## src/rtl/lpm_outser_pkg.sv

```systemverilog
// Shared types and constants for the lpm_outser serializer.
// State encoding, slice-order names and counter sizing.
package lpm_outser_pkg;

    typedef enum logic {
        ST_IDLE  = 1'b0,
        ST_SHIFT = 1'b1
    } state_e;

    localparam string DIR_LSB = "LSB_FIRST";
    localparam string DIR_MSB = "MSB_FIRST";

    function automatic int cnt_width(input int nslice);
        return (nslice > 1) ? $clog2(nslice) : 1;
    endfunction

endpackage

```

## src/rtl/lpm_outser_hold.sv

```systemverilog
// One-word holding register with full flag.
// Parks the next word while the shifter is still busy.
module lpm_outser_hold
    import lpm_outser_pkg::*;
#(
    parameter int W = 8
) (
    input  logic         clock,
    input  logic         sclr,
    input  logic         wr_en,
    input  logic         take,
    input  logic [W-1:0] wr_data,
    output logic [W-1:0] rd_data,
    output logic         full
);

    logic [W-1:0] data_q, data_d;
    logic         full_q, full_d;

    // Fill on write, empty when the shifter takes the word.
    always_comb begin
        data_d = data_q;
        full_d = full_q;
        if (take) begin
            full_d = 1'b0;
        end
        if (wr_en) begin
            data_d = wr_data;
            full_d = 1'b1;
        end
    end

    // Register with synchronous clear.
    always_ff @(posedge clock) begin
        if (sclr) begin
            data_q <= '0;
            full_q <= 1'b0;
        end else begin
            data_q <= data_d;
            full_q <= full_d;
        end
    end

    assign rd_data = data_q;
    assign full    = full_q;

endmodule

```

## src/rtl/lpm_outser.sv

```systemverilog
// Parallel-to-serial converter with one-word look-ahead.
// Emits lpm_width/lpm_outwidth slices per word with no gaps.
module lpm_outser
    import lpm_outser_pkg::*;
#(
    parameter string lpm_type      = "lpm_outser",
    parameter int    lpm_width     = 8,
    parameter int    lpm_outwidth  = 1,
    parameter string lpm_direction = "LSB_FIRST",
    parameter string lpm_hint      = "UNUSED"
) (
    input  logic                    clock,
    input  logic                    sclr,
    input  logic [lpm_width-1:0]    data,
    input  logic                    load,
    output logic                    ready,
    output logic [lpm_outwidth-1:0] q,
    output logic                    q_valid,
    output logic                    busy
);

    localparam int NSLICE = lpm_width / lpm_outwidth;
    localparam int CW     = cnt_width(NSLICE);
    localparam bit MSB    = (lpm_direction == DIR_MSB);
    localparam logic [CW-1:0] LAST = CW'(NSLICE - 1);

    if ((lpm_width % lpm_outwidth) != 0 || lpm_type == "" || lpm_hint == ""
        || (lpm_direction != DIR_LSB && lpm_direction != DIR_MSB)) begin : g_bad_cfg
        $error("lpm_outser: illegal parameter set");
    end

    state_e               state_q, state_d;
    logic [lpm_width-1:0] shreg_q, shreg_d;
    logic [CW-1:0]        cnt_q, cnt_d;

    logic                 hold_full;
    logic                 hold_wr;
    logic                 hold_take;
    logic [lpm_width-1:0] hold_data;
    logic                 accept;
    logic                 last;

    assign accept = load & ~hold_full;
    assign last   = (state_q == ST_SHIFT) && (cnt_q == LAST);

    // Next state: shift, refill from HOLD or input, or fall back to idle.
    always_comb begin
        state_d   = state_q;
        shreg_d   = shreg_q;
        cnt_d     = cnt_q;
        hold_wr   = 1'b0;
        hold_take = 1'b0;
        unique case (state_q)
            ST_IDLE: begin
                if (accept) begin
                    state_d = ST_SHIFT;
                    shreg_d = data;
                    cnt_d   = '0;
                end
            end
            ST_SHIFT: begin
                if (!last) begin
                    cnt_d   = cnt_q + CW'(1);
                    shreg_d = MSB ? (shreg_q << lpm_outwidth)
                                  : (shreg_q >> lpm_outwidth);
                    hold_wr = accept;
                end else if (hold_full) begin
                    shreg_d   = hold_data;
                    cnt_d     = '0;
                    hold_take = 1'b1;
                end else if (accept) begin
                    shreg_d = data;
                    cnt_d   = '0;
                end else begin
                    state_d = ST_IDLE;
                    shreg_d = '0;
                    cnt_d   = '0;
                end
            end
        endcase
    end

    // State, shifter and slice counter with synchronous clear.
    always_ff @(posedge clock) begin
        if (sclr) begin
            state_q <= ST_IDLE;
            shreg_q <= '0;
            cnt_q   <= '0;
        end else begin
            state_q <= state_d;
            shreg_q <= shreg_d;
            cnt_q   <= cnt_d;
        end
    end

    lpm_outser_hold #(
        .W(lpm_width)
    ) u_hold (
        .clock  (clock),
        .sclr   (sclr),
        .wr_en  (hold_wr),
        .take   (hold_take),
        .wr_data(data),
        .rd_data(hold_data),
        .full   (hold_full)
    );

    assign ready   = ~hold_full;
    assign q_valid = (state_q == ST_SHIFT);
    assign busy    = q_valid | hold_full;
    assign q       = !q_valid ? '0
                   : MSB ? shreg_q[lpm_width-1 -: lpm_outwidth]
                         : shreg_q[lpm_outwidth-1:0];

endmodule

```

## config.mk

```make
export PLATFORM = sky130hd
export DESIGN_NAME = lpm_outser
export DESIGN_NICKNAME = d
export VERILOG_FILES = /design/src/rtl/lpm_outser_pkg.sv /design/src/rtl/lpm_outser_hold.sv /design/src/rtl/lpm_outser.sv
export SDC_FILE = /design/constraint.sdc
export NUM_CORES = 1
export LEC_CHECK = 0
export ABC_AREA = 0
export BUFFER_PORTS_ARGS = -buffer_cell sky130_fd_sc_hd__buf_4
export CORE_MARGIN = 3
export CORE_UTILIZATION = 49
export DETAILED_ROUTE_END_ITERATION = 16
export MAX_ROUTING_LAYER = met4
export PLACE_DENSITY = 0.69
export SLEW_MARGIN = 10
export SYNTH_ARGS = -nofsm -noshare
export SYNTH_HDL_FRONTEND = slang
export SYNTH_HIERARCHICAL = 1
export SYNTH_SLANG_ARGS = --single-unit
```

## constraint.sdc

```tcl
create_clock -name clock -period 1.5 [get_ports clock]
set_input_delay 0.075 -clock clock [delete_from_list [all_inputs] [get_ports clock]]
set_output_delay 0.075 -clock clock [all_outputs]
set_load 0.02 [all_outputs]
```

* After elaboration in Yosys (flattened, before gate mapping)
Cells that the tools add are included.
Storage, ports and cells: input port bits 11, output and inout port bits 4, word-level logic and storage cells 34, register bits after elaboration 21
Cells by class: reductions and logical operators 2, equal/unequal tests 2, bitwise operators 4, $add $sub $neg 1, mux-type cells 20
Operator list (number):
- $mux W8 | 4
- $pmux W8 S2 | 1
- $mux W1 | 11
- $mux W3 | 2
- $pmux W3 S2 | 1
- $add A3 B1 Y3 const B | 1
- $eq A3 B3 Y1 const B | 1
- $ne A2 B2 Y1 const B | 1
- $not A1 Y1 | 2
- $pmux W1 S2 | 1
- $reduce_bool A2 Y1 | 1
- $and A1 B1 Y1 | 1
- $logic_and A1 B1 Y1 | 1
- $or A1 B1 Y1 | 1

* Longest topological paths before layout
Gate-level depths: netlist of run 1.
word-level depth 6, mapped depth 7, mapped depth without buffers 6

* By module
The synthesis of run 1 kept the hierarchy.
By module, submodules not included:
- lpm_outser | instances 1, area an instance 685.7 sq um, cells an instance 74, seq. area each 240.2 sq um
- lpm_outser_hold | instances 1, area an instance 321.6 sq um, cells an instance 30, seq. area each 180.2 sq um

* Worst setup path before layout of run 1
OpenSTA, ideal clock, no wires.
path kind flip-flop to flip-flop, start point register cnt_q[0], end point register u_hold.data_q[0] (netlist: u_hold/rd_data[0]), period minus slack after synthesis 1.576 ns, arrival time 1.459 ns, path buffers 1, data required time 1.383 ns, setup slack -0.076 ns, cell stages (with the launch flop) 8, setup time 0.117 ns, path through dfxtp_1 ha_1 ha_1 nand2b_1 nor2_1 buf_6 mux2i_1 nor2_1
Between the ends: longest elaborated chain between the ends 4
RTL lines:
- start: declaration | RTL line lpm_outser.sv:34 | logic [CW-1:0] cnt_q, cnt_d;
- start signal: assignment | RTL line lpm_outser.sv:92 | cnt_q <= cnt_d;
- $eq A3 B3 Y1 | RTL line lpm_outser.sv:44 | assign last = (state_q == ST_SHIFT) && (cnt_q == LAST);
- $logic_and A1 B1 Y1 | RTL line lpm_outser.sv:44
- $mux W1 | RTL line lpm_outser.sv:62 | if (!last) begin
- $mux W1 | RTL line lpm_outser.sv:53 | unique case (state_q)
- net hold_wr | RTL line lpm_outser.sv:37 | logic hold_wr;
- end signal: assignment | RTL line lpm_outser_hold.sv:39 | data_q <= data_d;
- end: declaration | RTL line lpm_outser_hold.sv:17 | logic [W-1:0] data_q, data_d;
The timed path passes the listed nets, and every way through them passes these cells. A chain may end at the register's enable or synchronous reset.

* Final worst setup path of run 1
start point register cnt_q[1], end point register u_hold.data_q[0] (netlist: u_hold/rd_data[0])
Same word-level chain as after synthesis.

==> out/results.txt, run 1 <==
final critical-path setup slack: 0.0757 ns
total congestion overflow after global routing: 0
complex-gate fraction of the synthesized area: 19.8%
slew at the pin closest to its max-slew limit: 0.321 ns
area fraction of the dominant cell type after synthesis: 41.7%
total number of H-tree levels: 1
internal power: 797 uW
Initial Utilization: 54.8%
peak per-stage delay on the critical path: 0.36 ns
Final GP Congestion: 0.802
LEAKAGE: 0.000458 uW
most repeated library cell on the critical path: sky130_fd_sc_hd__ha_4
HPWL after detailed placement: 1500 microns
DRT Pass-1 Iters: 4
largest family of logic cells by synthesized area: simple AND/OR/NAND/NOR gates
simple-gate area share of the yosys netlist: 20.0%
Cells after Synth: 104
mux share of post-synthesis cell area: 7.95%
final cycle utilization of the critical path: 95.0%
TritonCTS clock tree: built
CP Max Fanout: 6
synthesized flop and latch total: 21
Diodes inserted: 0
clock buffers created by TritonCTS: 3
Routed wire per std cell: 14.8 microns
Buffers on Ports: 14
number of DRC violations after detailed-routing iteration 0: 11
core region area: 1840 sq um
Max Clock Skew: 0.00146 ns
number of buffers and inverters on the critical path: 1
post-synthesis share of cell area spent on full adders, half adders and majority gates: 2.48%
die area: 2640 sq um
buffers from clock root to sink, at most: 2
Routed Antenna Nets: 0
aggregate routed wire length: 2170 microns
Critical-path top delay cell: sky130_fd_sc_hd__dfxtp_1
type of the worst setup path: reg2reg
Setup violations, final: 0
final number of max-transition violations: 0
Reg area: 423 sq um
clock period minus final worst setup slack: 1.42 ns
xor and xnor fraction of the mapped netlist area: 0%
proportion of layout cells with a drive suffix above 1: 28.7%
max frequency: 702 MHz
area of the mapped netlist: 1010 sq um
Largest delay share family, worst path: flip-flops
first-pass GRT wire length: 3620 microns
class of the most critical hold timing path: in2reg
origin of the critical flop-to-flop path: cnt_q[1]
relative contribution of the clock network to total power: 25.2%
FP Rows: 15
clock sink total: 21
critical path capture point: u_hold/rd_data[0]
normalized max-slew margin: 78.6%
pin count of the biggest net entering global routing: 24
cell-by-cell trace of the critical path: ha_4 > ha_4 > nand2b_4 > nor2_4 > buf_6 > mux2i_1 > nor2_1
Skew-Pair Late Insertion Delay: 0.31 ns
count of warnings emitted by yosys: 6
CP startpoint: cnt_q[1]
Pwr Density: 911 nW/um^2
Reg2Reg Setup Slack: 0.08 ns
run status: finished clean
mean area per synthesized cell: 9.68 sq um
max-cap violation count: 0
CTS Root Buffer Type: sky130_fd_sc_hd__clkbuf_4
core utilization of the finished layout: 66.1%
power spent charging and discharging nets: 312 uW
arrival time at the worst endpoint: 1.63 ns
post-synthesis cell type count: 34
total stage count of the critical path: 7
startpoint kind of the worst setup timing path: flop
critical path endpoint category: flop
post-synthesis net count: 117
final total power: 1110 uW
Seq/Total Area, Yosys: 41.7%
count of unresolved DRC violations after routing: 0
most area-consuming cells after synthesis: sky130_fd_sc_hd__dfxtp_1 42%, sky130_fd_sc_hd__a32oi_1 8.7%, sky130_fd_sc_hd__mux2i_1 8.0%
peak supply drop: 0.583 mV
Worst Reg-to-Reg Cells: 7
sequential cell fraction of total power: 55.3%
number of fill cells in the layout: 174
number of global-route vias before repair: 789
Clk pin slew, worst setup/hold paths: 0.12 ns
switching share of power: 28.1%
Synth-to-Final Area Change: 20.7%
number of top-level pins: 15
initial antenna violation count: 0
endpoint of the lowest-slack register-to-register path: u_hold/rd_data[0]
Cell Count Post-Placement: 142
data required time of the critical path: 1.71 ns
Die X: 51.3 microns
Final Hold Vio Count: 0
Net count, final: 136
leading area contributor after synthesis: sky130_fd_sc_hd__dfxtp_1
multi-input combinational cell area: 546 sq um
post-place setup slack: -0.00936 ns
Gate power share: 19.5%
final std cells w/o fill: 147
via count of the routed design: 846
vertical extent of the die: 51.3 microns
drt via density: 5.76
combined global-route utilization of all metal layers: 18.9%
-- tightest hold or removal path, cell delays in order --
cell and delay (ns):
sky130_fd_sc_hd__buf_4 0.08, sky130_fd_sc_hd__mux2i_1 0.05, sky130_fd_sc_hd__nor2_1 0.07
-- metrics by stage --
| step | hold WS, ns | TNS (ns) | area, sq um |
|---|---|---|---|
| floorplan | 0.222 | 0 | 1020 |
| global placement | 0.322 | 0 | 1140 |
| detailed placement | 0.329 | -0.0194 | 1140 |
| CTS | 0.0000240 | 0 | 1180 |
| global route | 0.00552 | -0.0284 | 1220 |
| finish | 0.00412 | 0 | 1220 |
-- logic make-up after synthesis --
logic type / Yosys count
AOI/OAI and AO/OA: 25
adders and majority gates: 2
buffers and inverters: 11
DFF: 21
muxes: 8
and+or+nand+nor: 37
-- layer usage --
metal | routed length [microns] | track usage [%] | up-vias
met2 | 1040 | 30.0 | 13
met4 | 46 | 10.9 | 0
met1 | 1030 | 22.8 | 410
met5 | 0 | - | -
li1 | - | - | 418
met3 | 54 | 2.92 | 5
-- cell type report --
| type | instances | area share, % |
|---|---|---|
| multi-input combinational | 72 | 44.9 |
| sequential | 21 | 34.8 |
| timing repair buffer | 22 | 14.7 |
| tap | 25 | 2.57 |
| clock buffer | 4 | 2.16 |
| inverter | 3 | 0.926 |
-- flip-flops by register name, summed over array words and instances (netlist names) --
name / cells
cnt_q: 3
q_valid: 1
shreg_q: 8
u_hold/full: 1
u_hold/rd_data: 8
-- synthesized netlist by cell type --
master,number
sky130_fd_sc_hd__a32oi_1,10
sky130_fd_sc_hd__inv_1,2
sky130_fd_sc_hd__buf_2,2
sky130_fd_sc_hd__o32a_1,1
sky130_fd_sc_hd__o21ai_0,1
sky130_fd_sc_hd__a2111oi_2,1
sky130_fd_sc_hd__nor2b_1,2
sky130_fd_sc_hd__and2_1,1
sky130_fd_sc_hd__buf_4,1
sky130_fd_sc_hd__nand3_1,3
sky130_fd_sc_hd__nand2_1,6
sky130_fd_sc_hd__nor3_1,1
sky130_fd_sc_hd__a21o_1,1
sky130_fd_sc_hd__nor3b_1,1
sky130_fd_sc_hd__ha_1,2
sky130_fd_sc_hd__clkbuf_2,1
sky130_fd_sc_hd__o21ai_1,1
sky130_fd_sc_hd__and3_1,1
sky130_fd_sc_hd__nand2b_4,1
sky130_fd_sc_hd__nand4b_1,1
sky130_fd_sc_hd__mux2i_1,8
sky130_fd_sc_hd__a21oi_1,2
sky130_fd_sc_hd__a211oi_1,1
sky130_fd_sc_hd__nor2_1,13
sky130_fd_sc_hd__o221ai_1,2
sky130_fd_sc_hd__clkbuf_8,1
sky130_fd_sc_hd__nand2b_1,5
sky130_fd_sc_hd__nor2b_4,1
sky130_fd_sc_hd__o21ai_2,1
sky130_fd_sc_hd__and2b_4,1
sky130_fd_sc_hd__clkinv_1,1
sky130_fd_sc_hd__dfxtp_1,21
sky130_fd_sc_hd__buf_6,3
sky130_fd_sc_hd__a31oi_1,4
-- power groups by stage --
| stage | Combinational, uW | Clock, uW | Sequential, uW |
|---|---|---|---|
| 2_1_floorplan | 147 | 0 | 620 |
| 3_3_place_gp | 205 | 0 | 622 |
| 3_5_place_dp | 207 | 0 | 623 |
| 4_1_cts | 213 | 287 | 611 |
| 5_1_grt | 238 | 310 | 618 |
| 6_report | 216 | 279 | 613 |
-- how the worst min path moves through the flow --
stage / from / to / slack, ns / cells past startpoint
3_3_place_gp: data[3] / u_hold/rd_data[3] / 0.32 / 3
6_report: data[3] / u_hold/rd_data[3] / 0.004 / 3
2_1_floorplan: data[2] / u_hold/rd_data[2] / 0.22 / 2
3_5_place_dp: data[2] / u_hold/rd_data[2] / 0.33 / 3
4_1_cts: data[4] / u_hold/rd_data[4] / 0.00002 / 3
5_1_grt: data[4] / u_hold/rd_data[4] / 0.006 / 3
-- cell usage in the layout (no fill, tap or decap), types with 2 or more instances in the layout --
cell / Yosys / final
sky130_fd_sc_hd__dfxtp_1: 21 / 19
sky130_fd_sc_hd__buf_4: 1 / 18
sky130_fd_sc_hd__nor2_1: 13 / 12
sky130_fd_sc_hd__a32oi_1: 10 / 10
sky130_fd_sc_hd__mux2i_1: 8 / 8
sky130_fd_sc_hd__nand2_1: 6 / 6
sky130_fd_sc_hd__a31oi_1: 4 / 4
sky130_fd_sc_hd__nand2b_1: 5 / 4
sky130_fd_sc_hd__nand3_1: 3 / 3
sky130_fd_sc_hd__clkbuf_4: 0 / 3
sky130_fd_sc_hd__buf_6: 3 / 3
sky130_fd_sc_hd__inv_1: 2 / 2
sky130_fd_sc_hd__nand2b_4: 1 / 2
sky130_fd_sc_hd__a21oi_1: 2 / 2
sky130_fd_sc_hd__nor2b_1: 2 / 2
sky130_fd_sc_hd__o221ai_1: 2 / 2
sky130_fd_sc_hd__ha_4: 0 / 2
sky130_fd_sc_hd__dfxtp_2: 0 / 2
-- what timing repair did --
action,in CTS,in global routing
hold endpoints to repair,1,0
setup buffers,0,0
hold buffers,1,0
pin swaps,0,3
resized for setup,2,8
endpoints found under the setup margin,5,16
No activity file was read; power rests on OpenSTA's default activity.
==> run 2: changes to the inputs <==
--- a/config.mk
+++ b/config.mk
@@ -9,6 +9,7 @@
 export BUFFER_PORTS_ARGS = -buffer_cell sky130_fd_sc_hd__buf_4
 export CORE_MARGIN = 3
 export CORE_UTILIZATION = 49
+export CTS_CLUSTER_SIZE = 8
 export DETAILED_ROUTE_END_ITERATION = 16
 export MAX_ROUTING_LAYER = met4
 export PLACE_DENSITY = 0.69
==> constraint.sdc (replaced) <==
create_clock -name clock -period 1.5 [get_ports clock]
set_input_delay 0.15 -clock clock [delete_from_list [all_inputs] [get_ports clock]]
set_output_delay 0.15 -clock clock [all_outputs]
set_load 0.02 [all_outputs]
==> run 2 against run 1 <==
Net effect:
- sequential cell count did not move
- clock power hardly changed
- utilization shrank 0.75 points
- worst hold slack better by 0.076 ns
- largest cell class unchanged
- largest power group unchanged
- highest routed layer unchanged
- via count shrank 1.9%
==> out/results.txt, run 2 (synthesis gave the netlist of run 1 again) <==
run status: finished clean
LEAKAGE: 0.000454 uW (-1.1%)
number of global-route vias before repair: 788 (-0.13%)
number of cells on the worst hold path: 3 (unchanged)
Diodes inserted: 0 (unchanged)
Max Clock Skew: 0.00135 ns (-0.000110 ns)
first-pass GRT wire length: 3600 microns (-0.39%)
clock period minus final worst setup slack: 1.41 ns (-0.0121 ns)
Skew-Pair Late Insertion Delay: 0.31 ns (about the same)
peak supply drop: 0.580 mV (-0.51%)
core region area: 1840 sq um (unchanged)
drt via density: 5.68 (-1.2%)
number of top-level pins: 15 (unchanged)
Routed Antenna Nets: 0 (unchanged)
Routed wire per std cell: 14.7 microns (-0.71%)
vertical extent of the die: 51.3 microns (unchanged)
Final GP Congestion: 0.802 (unchanged)
Clk pin slew, worst setup/hold paths: 0.11 ns (about the same)
core utilization of the finished layout: 65.4% (-0.75 points)
TritonCTS clock tree: built
via count of the routed design: 830 (-1.9%)
Buffers on Ports: 14 (unchanged)
Initial Utilization: 54.8% (unchanged)
total number of H-tree levels: 1 (unchanged)
CTS Root Buffer Type: sky130_fd_sc_hd__clkbuf_4
Worst Reg-to-Reg Cells: 7 (unchanged)
critical path endpoint category: flop
pin count of the biggest net entering global routing: 24 (unchanged)
Final Hold Vio Count: 0 (unchanged)
Die X: 51.3 microns (unchanged)
Net count, final: 135 (-0.74%)
initial antenna violation count: 0 (unchanged)
HPWL after detailed placement: 1500 microns (unchanged)
number of DRC violations after detailed-routing iteration 0: 11 (unchanged)
arrival time at the worst endpoint: 1.62 ns (about the same)
aggregate routed wire length: 2140 microns (-1.4%)
post-place setup slack: -0.00936 ns (unchanged)
buffers from clock root to sink, at most: 2 (unchanged)
type of the worst setup path: reg2reg
tightest hold margin: 0.0800 ns (+0.0759 ns)
class of the most critical hold timing path: in2reg
startpoint kind of the worst setup timing path: flop
max frequency: 708 MHz (+0.86%)
leading cell types in the layout, fill and taps excluded: 19 x sky130_fd_sc_hd__dfxtp_1, 19 x sky130_fd_sc_hd__buf_4, 12 x sky130_fd_sc_hd__nor2_1
final critical-path setup slack: 0.0879 ns (+0.0121 ns)
slew at the pin closest to its max-slew limit: 0.306 ns (-0.0145 ns)
Synth-to-Final Area Change: 19.4%
FP Rows: 15 (unchanged)
data required time of the critical path: 1.71 ns (about the same)
total congestion overflow after global routing: 0 (unchanged)
post-CTS setup buffer count: 0 (unchanged)
clock buffers created by TritonCTS: 3 (unchanged)
final setup TNS: 0 ns (unchanged)
Setup violations, final: 0 (unchanged)
DRT Pass-1 Iters: 4 (unchanged)
die area: 2640 sq um (unchanged)
Pwr Density: 917 nW/um^2 (+0.66%)
hold_buf cts: 0 (-1)
max-cap violation count: 0 (unchanged)
proportion of layout cells with a drive suffix above 1: 28.9% (+0.24 points)
count of unresolved DRC violations after routing: 0 (unchanged)
CP Max Fanout: 6 (unchanged)
final number of max-transition violations: 0 (unchanged)
final cycle utilization of the critical path: 94.1% (-0.81 points)
clock sink total: 21 (unchanged)
combined global-route utilization of all metal layers: 18.9% (-0.063 points)
normalized max-slew margin: 79.5% (+0.97 points)
## run 2: cell types whose count changed in the layout (fill, tap and decap cells not counted)
cell                            before  now
sky130_fd_sc_hd__buf_4              18   19
sky130_fd_sc_hd__dlygate4sd3_1       1    0
sky130_fd_sc_hd__buf_6               3    2
## run 2: power by group
part | internal [uW] | switching [uW] | total (uW)
clock | 104 | 172 | 276
sequential | 591 | 22.2 | 613
combinational | 99.8 | 114 | 214
## run 2: final cells by class
cell class,count,area [sq um]
multi-input combinational,72,546
timing repair buffer,21,165
sequential,21,423
tap,25,31.3
clock buffer,4,26.3
fill,172,637
inverter,3,11.3
## run 2: worst paths after layout
| kind | end | from | slack [ns] |
|---|---|---|---|
| setup / recovery | u_hold/rd_data[0] | cnt_q[1] | 0.09 |
| hold / removal | u_hold/rd_data[3] | data[3] | 0.08 |
| setup reg to reg | u_hold/rd_data[0] | cnt_q[1] | 0.09 |
| hold reg to reg | shreg_q[0] | shreg_q[1] | 0.50 |
## run 2: what timing repair did
item	4_1_cts	5_1_grt
gates cloned	0	0
pin swaps	0	2
resized for setup	2	7
endpoints found under the setup margin	5	16
## run 2: routing by layer
| metal | part of all wire (%) | up-vias | global-route usage, % |
|---|---|---|---|
| li1 | - | 414 | - |
| met1 | 47 | 396 | 22.7 |
| met2 | 48 | 15 | 30.0 |
| met3 | 2.9 | 5 | 2.92 |
| met4 | 2.2 | 0 | 10.9 |
| met5 | 0 | - | - |
## run 2: stage by stage
step | instances | instance area (sq um) | total power (uW)
2_1_floorplan | 104 | 1020 | 767
3_3_place_gp | 142 | 1140 | 827
3_5_place_dp | 142 | 1140 | 830
4_1_cts | 146 | 1170 | 1110
5_1_grt | 146 | 1200 | 1160
6_report | 146 | 1200 | 1100
## run 2: critical path: stages, from the launching register on
cell and delay [ns]:
sky130_fd_sc_hd__dfxtp_1 0.35, sky130_fd_sc_hd__ha_4 0.17, sky130_fd_sc_hd__ha_4 0.15, sky130_fd_sc_hd__nand2b_4 0.14, sky130_fd_sc_hd__nor2_4 0.11, sky130_fd_sc_hd__buf_6 0.14
sky130_fd_sc_hd__mux2i_1 0.18, sky130_fd_sc_hd__nor2_1 0.06
